$ cat src/rtl/mult_share_pkg.sv
// Shared definitions for the multiplier-sharing arbiter.
// Contents:
//   NREQ_MAX, PROD_W, OP_W  - width/size limits of the block
//   IDX_W                   - width of a requester index at NREQ_MAX
//   rr_pick(valid, ptr, n)  - round-robin pick: first set bit of valid
//                             scanning ptr, ptr+1, ... modulo n
package mult_share_pkg;

    localparam int NREQ_MAX = 8;
    localparam int PROD_W   = 16;
    localparam int OP_W     = 8;
    localparam int IDX_W    = 3;

    // Scan starts at ptr and wraps at nreq. ptr < nreq and k < nreq, so the
    // raw sum is below 2*nreq and a single conditional subtract performs the wrap.
    // The result is only meaningful when valid has at least one bit set.
    function automatic logic [IDX_W-1:0] rr_pick(
        input logic [NREQ_MAX-1:0] valid,
        input logic [IDX_W-1:0]    ptr,
        input int unsigned         nreq
    );
        logic [IDX_W-1:0] pick;
        logic             found;
        logic [IDX_W:0]   sum;
        logic [IDX_W:0]   idx;
        pick  = 3'd0;
        found = 1'b0;
        for (int k = 0; k < NREQ_MAX; k++) begin
            sum = {1'b0, ptr} + 4'(k);
            idx = (sum >= 4'(nreq)) ? (sum - 4'(nreq)) : sum;
            pick  = (!found && (32'(k) < nreq) && valid[idx[IDX_W-1:0]])
                    ? idx[IDX_W-1:0] : pick;
            found = found | ((32'(k) < nreq) && valid[idx[IDX_W-1:0]]);
        end
        return pick;
    endfunction

endpackage

$ cat src/rtl/mult_pipe.sv
// Tagged pipelined 8x8 unsigned multiplier.
// Stage 0 registers {valid, id, a, b}; the product is formed from stage 0
// and carried through the remaining LAT-1 stages alongside valid and id.
// The whole pipeline freezes when en is low.
// Ports:
//   clk       rising-edge clock
//   rst       synchronous active-low reset, clears every stage
//   en        advance enable
//   in_valid  op entering stage 0 (0 = bubble)
//   in_id     requester tag of the entering op
//   in_a/in_b operands
//   out_valid valid bit of the last stage
//   out_id    tag of the last stage
//   out_p     16-bit product of the last stage
module mult_pipe
    import mult_share_pkg::*;
#(
    parameter int LAT = 3,
    parameter int IDW = 2
) (
    input  logic              clk,
    input  logic              rst,
    input  logic              en,
    input  logic              in_valid,
    input  logic [IDW-1:0]    in_id,
    input  logic [OP_W-1:0]   in_a,
    input  logic [OP_W-1:0]   in_b,
    output logic              out_valid,
    output logic [IDW-1:0]    out_id,
    output logic [PROD_W-1:0] out_p
);

    logic [LAT-1:0]    vld_q;
    logic [IDW-1:0]    id_q [LAT];
    logic [OP_W-1:0]   a0_q;
    logic [OP_W-1:0]   b0_q;
    logic [PROD_W-1:0] prod_s;

    // Full-width product of the stage-0 operands; zero-extended so nothing truncates.
    assign prod_s = {8'd0, a0_q} * {8'd0, b0_q};

    // Stage-0 capture and valid/tag shift chain.
    always_ff @(posedge clk) begin
        if (!rst) begin
            vld_q <= '0;
            a0_q  <= 8'd0;
            b0_q  <= 8'd0;
            for (int k = 0; k < LAT; k++) begin
                id_q[k] <= '0;
            end
        end else if (en) begin
            vld_q[0] <= in_valid;
            id_q[0]  <= in_id;
            a0_q     <= in_a;
            b0_q     <= in_b;
            for (int k = 1; k < LAT; k++) begin
                vld_q[k] <= vld_q[k-1];
                id_q[k]  <= id_q[k-1];
            end
        end
    end

    generate
        if (LAT == 1) begin : g_lat1
            assign out_p = prod_s;
        end else begin : g_latn
            logic [PROD_W-1:0] p_q [1:LAT-1];

            // Product shift chain for the stages after stage 0.
            always_ff @(posedge clk) begin
                if (!rst) begin
                    for (int k = 1; k < LAT; k++) begin
                        p_q[k] <= 16'd0;
                    end
                end else if (en) begin
                    p_q[1] <= prod_s;
                    for (int k = 2; k < LAT; k++) begin
                        p_q[k] <= p_q[k-1];
                    end
                end
            end

            assign out_p = p_q[LAT-1];
        end
    endgenerate

    assign out_valid = vld_q[LAT-1];
    assign out_id    = id_q[LAT-1];

endmodule

$ cat src/rtl/mult_share_arbiter.sv
// Shares one pipelined multiplier among NREQ requesters.
// Round-robin grant (one issue per cycle), requester tag carried with the
// operands so each product is returned with the ID of its owner.
// Ports:
//   clk, rst          clock, synchronous active-low reset
//   en                global advance; 0 freezes arbiter and pipeline
//   req_valid         per-requester operand valid
//   req_a/req_b       packed operands, requester i at [8i+7:8i]
//   req_ready         one-hot grant (combinational)
//   rsp_valid         product valid, one cycle per op, gated by en
//   rsp_id/rsp_data   owner and product; hold last value when rsp_valid=0
//   inflight          count of valid pipeline stages
//   issue_cnt         accepted-op counter, wraps
module mult_share_arbiter
    import mult_share_pkg::*;
#(
    parameter int NREQ = 4,
    parameter int LAT  = 3,
    parameter int IDW  = 2
) (
    input  logic                 clk,
    input  logic                 rst,
    input  logic                 en,
    input  logic [NREQ-1:0]      req_valid,
    input  logic [OP_W*NREQ-1:0] req_a,
    input  logic [OP_W*NREQ-1:0] req_b,
    output logic [NREQ-1:0]      req_ready,
    output logic                 rsp_valid,
    output logic [IDW-1:0]       rsp_id,
    output logic [PROD_W-1:0]    rsp_data,
    output logic [3:0]           inflight,
    output logic [15:0]          issue_cnt
);

    logic [IDW-1:0]    ptr_q;
    logic [IDW-1:0]    ptr_d;
    logic [IDX_W-1:0]  pick_s;
    logic [IDW-1:0]    gnt_idx_s;
    logic              xfer_s;
    logic [OP_W-1:0]   a_s;
    logic [OP_W-1:0]   b_s;
    logic              pv_s;
    logic [IDW-1:0]    pid_s;
    logic [PROD_W-1:0] pp_s;
    logic [3:0]        inflight_q;
    logic [3:0]        inflight_d;
    logic [15:0]       issue_cnt_q;
    logic [15:0]       issue_cnt_d;
    logic [IDW-1:0]    rsp_id_q;
    logic [PROD_W-1:0] rsp_data_q;

    // Arbitration, operand mux, next-state and response muxing.
    always_comb begin
        pick_s    = rr_pick(NREQ_MAX'(req_valid), IDX_W'(ptr_q), NREQ);
        gnt_idx_s = IDW'(pick_s);
        // Any asserted valid while enabled guarantees the picked one transfers.
        xfer_s    = en & (|req_valid);
        req_ready = xfer_s ? (NREQ'(1'b1) << gnt_idx_s) : '0;
        a_s       = req_a[OP_W*gnt_idx_s +: OP_W];
        b_s       = req_b[OP_W*gnt_idx_s +: OP_W];

        if (!xfer_s) begin
            ptr_d = ptr_q;
        end else if (gnt_idx_s == IDW'(NREQ-1)) begin
            ptr_d = '0;
        end else begin
            ptr_d = gnt_idx_s + IDW'(1);
        end

        issue_cnt_d = xfer_s ? (issue_cnt_q + 16'd1) : issue_cnt_q;
        // Each advance inserts one stage valid and retires the last one.
        inflight_d  = en ? (inflight_q + 4'(xfer_s) - 4'(pv_s)) : inflight_q;

        // A frozen pipeline must not present its last stage as a new response.
        rsp_valid = pv_s & en;
        rsp_id    = rsp_valid ? pid_s : rsp_id_q;
        rsp_data  = rsp_valid ? pp_s  : rsp_data_q;
    end

    // Pointer, counters and response hold registers.
    always_ff @(posedge clk) begin
        if (!rst) begin
            ptr_q       <= '0;
            inflight_q  <= 4'd0;
            issue_cnt_q <= 16'd0;
            rsp_id_q    <= '0;
            rsp_data_q  <= 16'd0;
        end else begin
            ptr_q       <= ptr_d;
            inflight_q  <= inflight_d;
            issue_cnt_q <= issue_cnt_d;
            rsp_id_q    <= rsp_id;
            rsp_data_q  <= rsp_data;
        end
    end

    mult_pipe #(
        .LAT (LAT),
        .IDW (IDW)
    ) u_pipe (
        .clk       (clk),
        .rst       (rst),
        .en        (en),
        .in_valid  (xfer_s),
        .in_id     (gnt_idx_s),
        .in_a      (a_s),
        .in_b      (b_s),
        .out_valid (pv_s),
        .out_id    (pid_s),
        .out_p     (pp_s)
    );

    assign inflight  = inflight_q;
    assign issue_cnt = issue_cnt_q;

endmodule
$ cat config.mk
export PLATFORM = sky130hd
export DESIGN_NAME = mult_share_arbiter
export DESIGN_NICKNAME = d
export VERILOG_FILES = /design/src/rtl/mult_share_pkg.sv /design/src/rtl/mult_pipe.sv /design/src/rtl/mult_share_arbiter.sv
export SDC_FILE = /design/constraint.sdc
export NUM_CORES = 1
export LEC_CHECK = 0
export ABC_AREA = 1
export CAP_MARGIN = 20
export CORE_MARGIN = 5
export CORE_UTILIZATION = 55
export CTS_CLUSTER_SIZE = 28
export DETAILED_ROUTE_END_ITERATION = 8
export PLACE_DENSITY = 0.82
export SYNTH_ARGS = -nofsm -noshare
export SYNTH_HDL_FRONTEND = slang
export SYNTH_SLANG_ARGS = --single-unit
$ cat constraint.sdc
create_clock -name clk -period 5.18 [get_ports clk]
set_input_delay 0.777 -clock clk [delete_from_list [all_inputs] [get_ports clk]]
set_output_delay 0.777 -clock clk [all_outputs]
set_load 0.02 [all_outputs]
==> impl_results.md <==
- Cell count after synthesis: 905
- Max cap viols: 0
- Final-report max-slew violation count: 0
- Pre-Repair DR Iteration Count: 6
- CP dominant cell by count: fa_1
- Layout Nets: 1151
- Fin. Hold Viols: 0
- Max Clock Freq: 225 MHz
- GR Util All Layers: 21.2%
- Worst path depth: 15
- Setup TNS: 0 ns
- WL per Instance: 12.6 um
- Max Root-Sink Buffers: 2
- Worst hold margin: 0.473 ns
- Req. time, crit path: 5.28 ns
- CTS Buf Count: 9
- Post-CTS Hold Buffers: 0
- R2r worst-path depth: 15
- RePlAce Congestion: 0.882
- Area of the die: 14800 um2
- Worst Hold Class: flop to flop
- Initial core utilization: 56.7%
- First-pass GRT wire length: 25600 um
- Setup Skew: 0.0122 ns
- Commonest non-fill, non-tap cells in the layout: inv_1, nand2_1, clkdlybuf4s50_1
- Largest net degree at the start of global routing: 37
- RSZ-0062 raised after global routing: false
- Period utilization: 85.7%
- Netlist Area Pre-Place: 6870 um2
- Count of different cell masters after synthesis: 41
- Final ANT Viol Nets: 0
- Dpl hpwl: 11200 um
- CTS tree: done
- Die height: 122 um
- Mean Syn Cell Area: 7.59 um2
- Vias per std cell: 5.03
- Initial antenna violation count: 0
- Peak supply drop: 0.263 mV
- Placed Area: 8080 um2
- CP cell instances: nand2_1, fa_1, fa_1, inv_1, fa_1, inv_1, fa_1, inv_1, ha_1, a21oi_1, o21ai_0, a21oi_1, o21ai_0, o21ai_0, a21oi_1
- Mapped Nets: between 1000 and 1500
- Endpoint class of the critical path: flop
- Worst-Skew Late Latency: 0.36 ns
- Commonest non-fill, non-tap cell in the layout: inv_1
- Die X-Extent: 122 um
- Worst path max stage delay: about 0.53 ns
- Minimum clock period: 4.44 ns
- Endpoints failing setup: 0
- Layout cells sized above 1: 5.69%
- Post-Layout Inst Area: around 8400 um2
- Site Rows: 40
- Area delta synth->final: 22.3%
- Clock Sinks: 97
- Fill cell count: around 1000
- Total vias in the final route: 5880
- Post-Place Cells: roughly 1200
- Resized cells post-CTS: 0
- Post-route insts no fill: 1170
- Worst Setup Start Kind: flop
- Yosys reg bits: just under 100
- Core area: 12100 um2
- Synth warnings: 0
- Setup bufs post-CTS: 0
- IO Count: approximately 110
- Setup CP Type: flop to flop
- Root Buffer Master: clkbuf_16
- Max_slew headroom: 43.5%
- Status: finished clean
- CP max stage cell: dfxtp_1
- Pwr/cell area: 431 nW/um2
- H-tree lvl count: 3
- # port buffers: 113
- Data arrival, critical path: 4.54 ns
- CP top delay family: adder cells
- Post-synthesis sequential area ratio: around a third
- Worst-path clk slew: 0.07 ns
- Finished Core Util: 69.4%
- Crit path buf inv count: 3
- Total gr overflow: 0
- Worst slew pin tran: 0.842 ns
- # diodes: 0
- Leakage: 4.29 nW
- Vias in the first global route: 5629
- Worst-path maximum fanout: 9
- Iteration-0 DRC Markers: 495
- Post-Route WL: 14800 um
- # DRC: 0
- Hold path cells: 2
state kept, by name, summed over array words and instances (netlist names), 3 cells and up:
name / flops
u_pipe.vld_q: 3
u_pipe.id_q: 6
rsp_data_q: 16
issue_cnt: 16
u_pipe.a0_q: 8
u_pipe.g_latn.p_q: 32
inflight: 4
u_pipe.b0_q: 8
synthesized netlist by cell type (all sizes together):
library cell	count	share of area, %
nand3b	1	0.11
clkbuf	29	1.6
fa	37	11
o21a	1	0.11
nand3	101	7.7
dfxtp	59	17
a22o	1	0.13
a31oi	1	0.091
nor4	1	0.091
or2	18	1.6
a21boi	1	0.11
a211oi	2	0.22
xnor2	1	0.13
o21ai	50	3.6
o22ai	3	0.27
buf	10	1.1
nand2	183	10
ha	46	8.4
clkinv	2	0.11
o21ba	1	0.15
a21oi	36	2.6
o211ai	2	0.22
nor3b	1	0.11
inv	189	10
nor2	72	4.2
xor2	4	0.51
nand4	9	1.1
edfxtp	38	17
nor3	6	0.44
metal layers:
layer,vias up,wire (um),global-route usage (%),share of wire [%]
li1,3009,-,-,-
met1,2662,6400,26.5,43
met2,186,7200,36.5,49
met3,23,871,4.74,5.9
met4,0,301,6.93,2.0
met5,-,0,0,0
cell families after synthesis:
group	after synthesis	synth area share (%)
and+or+nand+nor	392	25.7
xor gates and xnor gates	5	0.637
DFF	97	33.8
buffers and inverters	230	13.2
adders and majority gates	83	19.2
AOI/OAI and AO/OA	98	7.56
per-stage QoR:
step                power (mW)  setup slack [ns]
floorplan                 2.56             0.989
global placement          2.86             0.855
detailed placement        2.91             0.753
CTS                       3.65             0.728
global route              3.97             0.455
finish                    3.62             0.742
report_power, final:
part	total [mW]	switching, mW	internal, mW
clock	0.730	0.300	0.429
combinational	1.79	1.15	0.641
sequential	1.10	0.189	0.915
area by class of cell:
class                      instances  area [um2]  share of cell area [%]
inverter                         191         719                    8.56
sequential                        97        2320                    27.6
tap                              168         210                    2.50
clock buffer                       9         225                    2.68
clock inverter                     7         101                    1.21
multi-input combinational        578        3640                    43.3
timing repair buffer             120        1180                    14.1
worst reg2reg max path, stage by stage (launching register included):
cell	delay, ns
dfxtp_1	0.53
nand2_1	0.14
fa_1	0.52
fa_1	0.51
inv_1	0.06
fa_1	0.52
inv_1	0.05
fa_1	0.52
inv_1	0.04
ha_1	0.34
a21oi_1	0.19
o21ai_0	0.09
a21oi_1	0.28
o21ai_0	0.16
o21ai_0	0.17
a21oi_1	0.07
worst paths after layout:
path / end / slack [ns] / from
setup / recovery: u_pipe.g_latn.p_q[1][12]$_SDFFCE_PN0P_ / 0.74 / u_pipe.b0_q[4]$_SDFFE_PN0P_
hold / removal: inflight[3]$_SDFFE_PN0P_ / 0.47 / inflight[3]$_SDFFE_PN0P_
setup reg to reg: u_pipe.g_latn.p_q[1][12]$_SDFFCE_PN0P_ / 0.74 / u_pipe.b0_q[4]$_SDFFE_PN0P_
hold reg to reg: inflight[3]$_SDFFE_PN0P_ / 0.47 / inflight[3]$_SDFFE_PN0P_
Note: power is estimated with default switching activity, not from simulation.
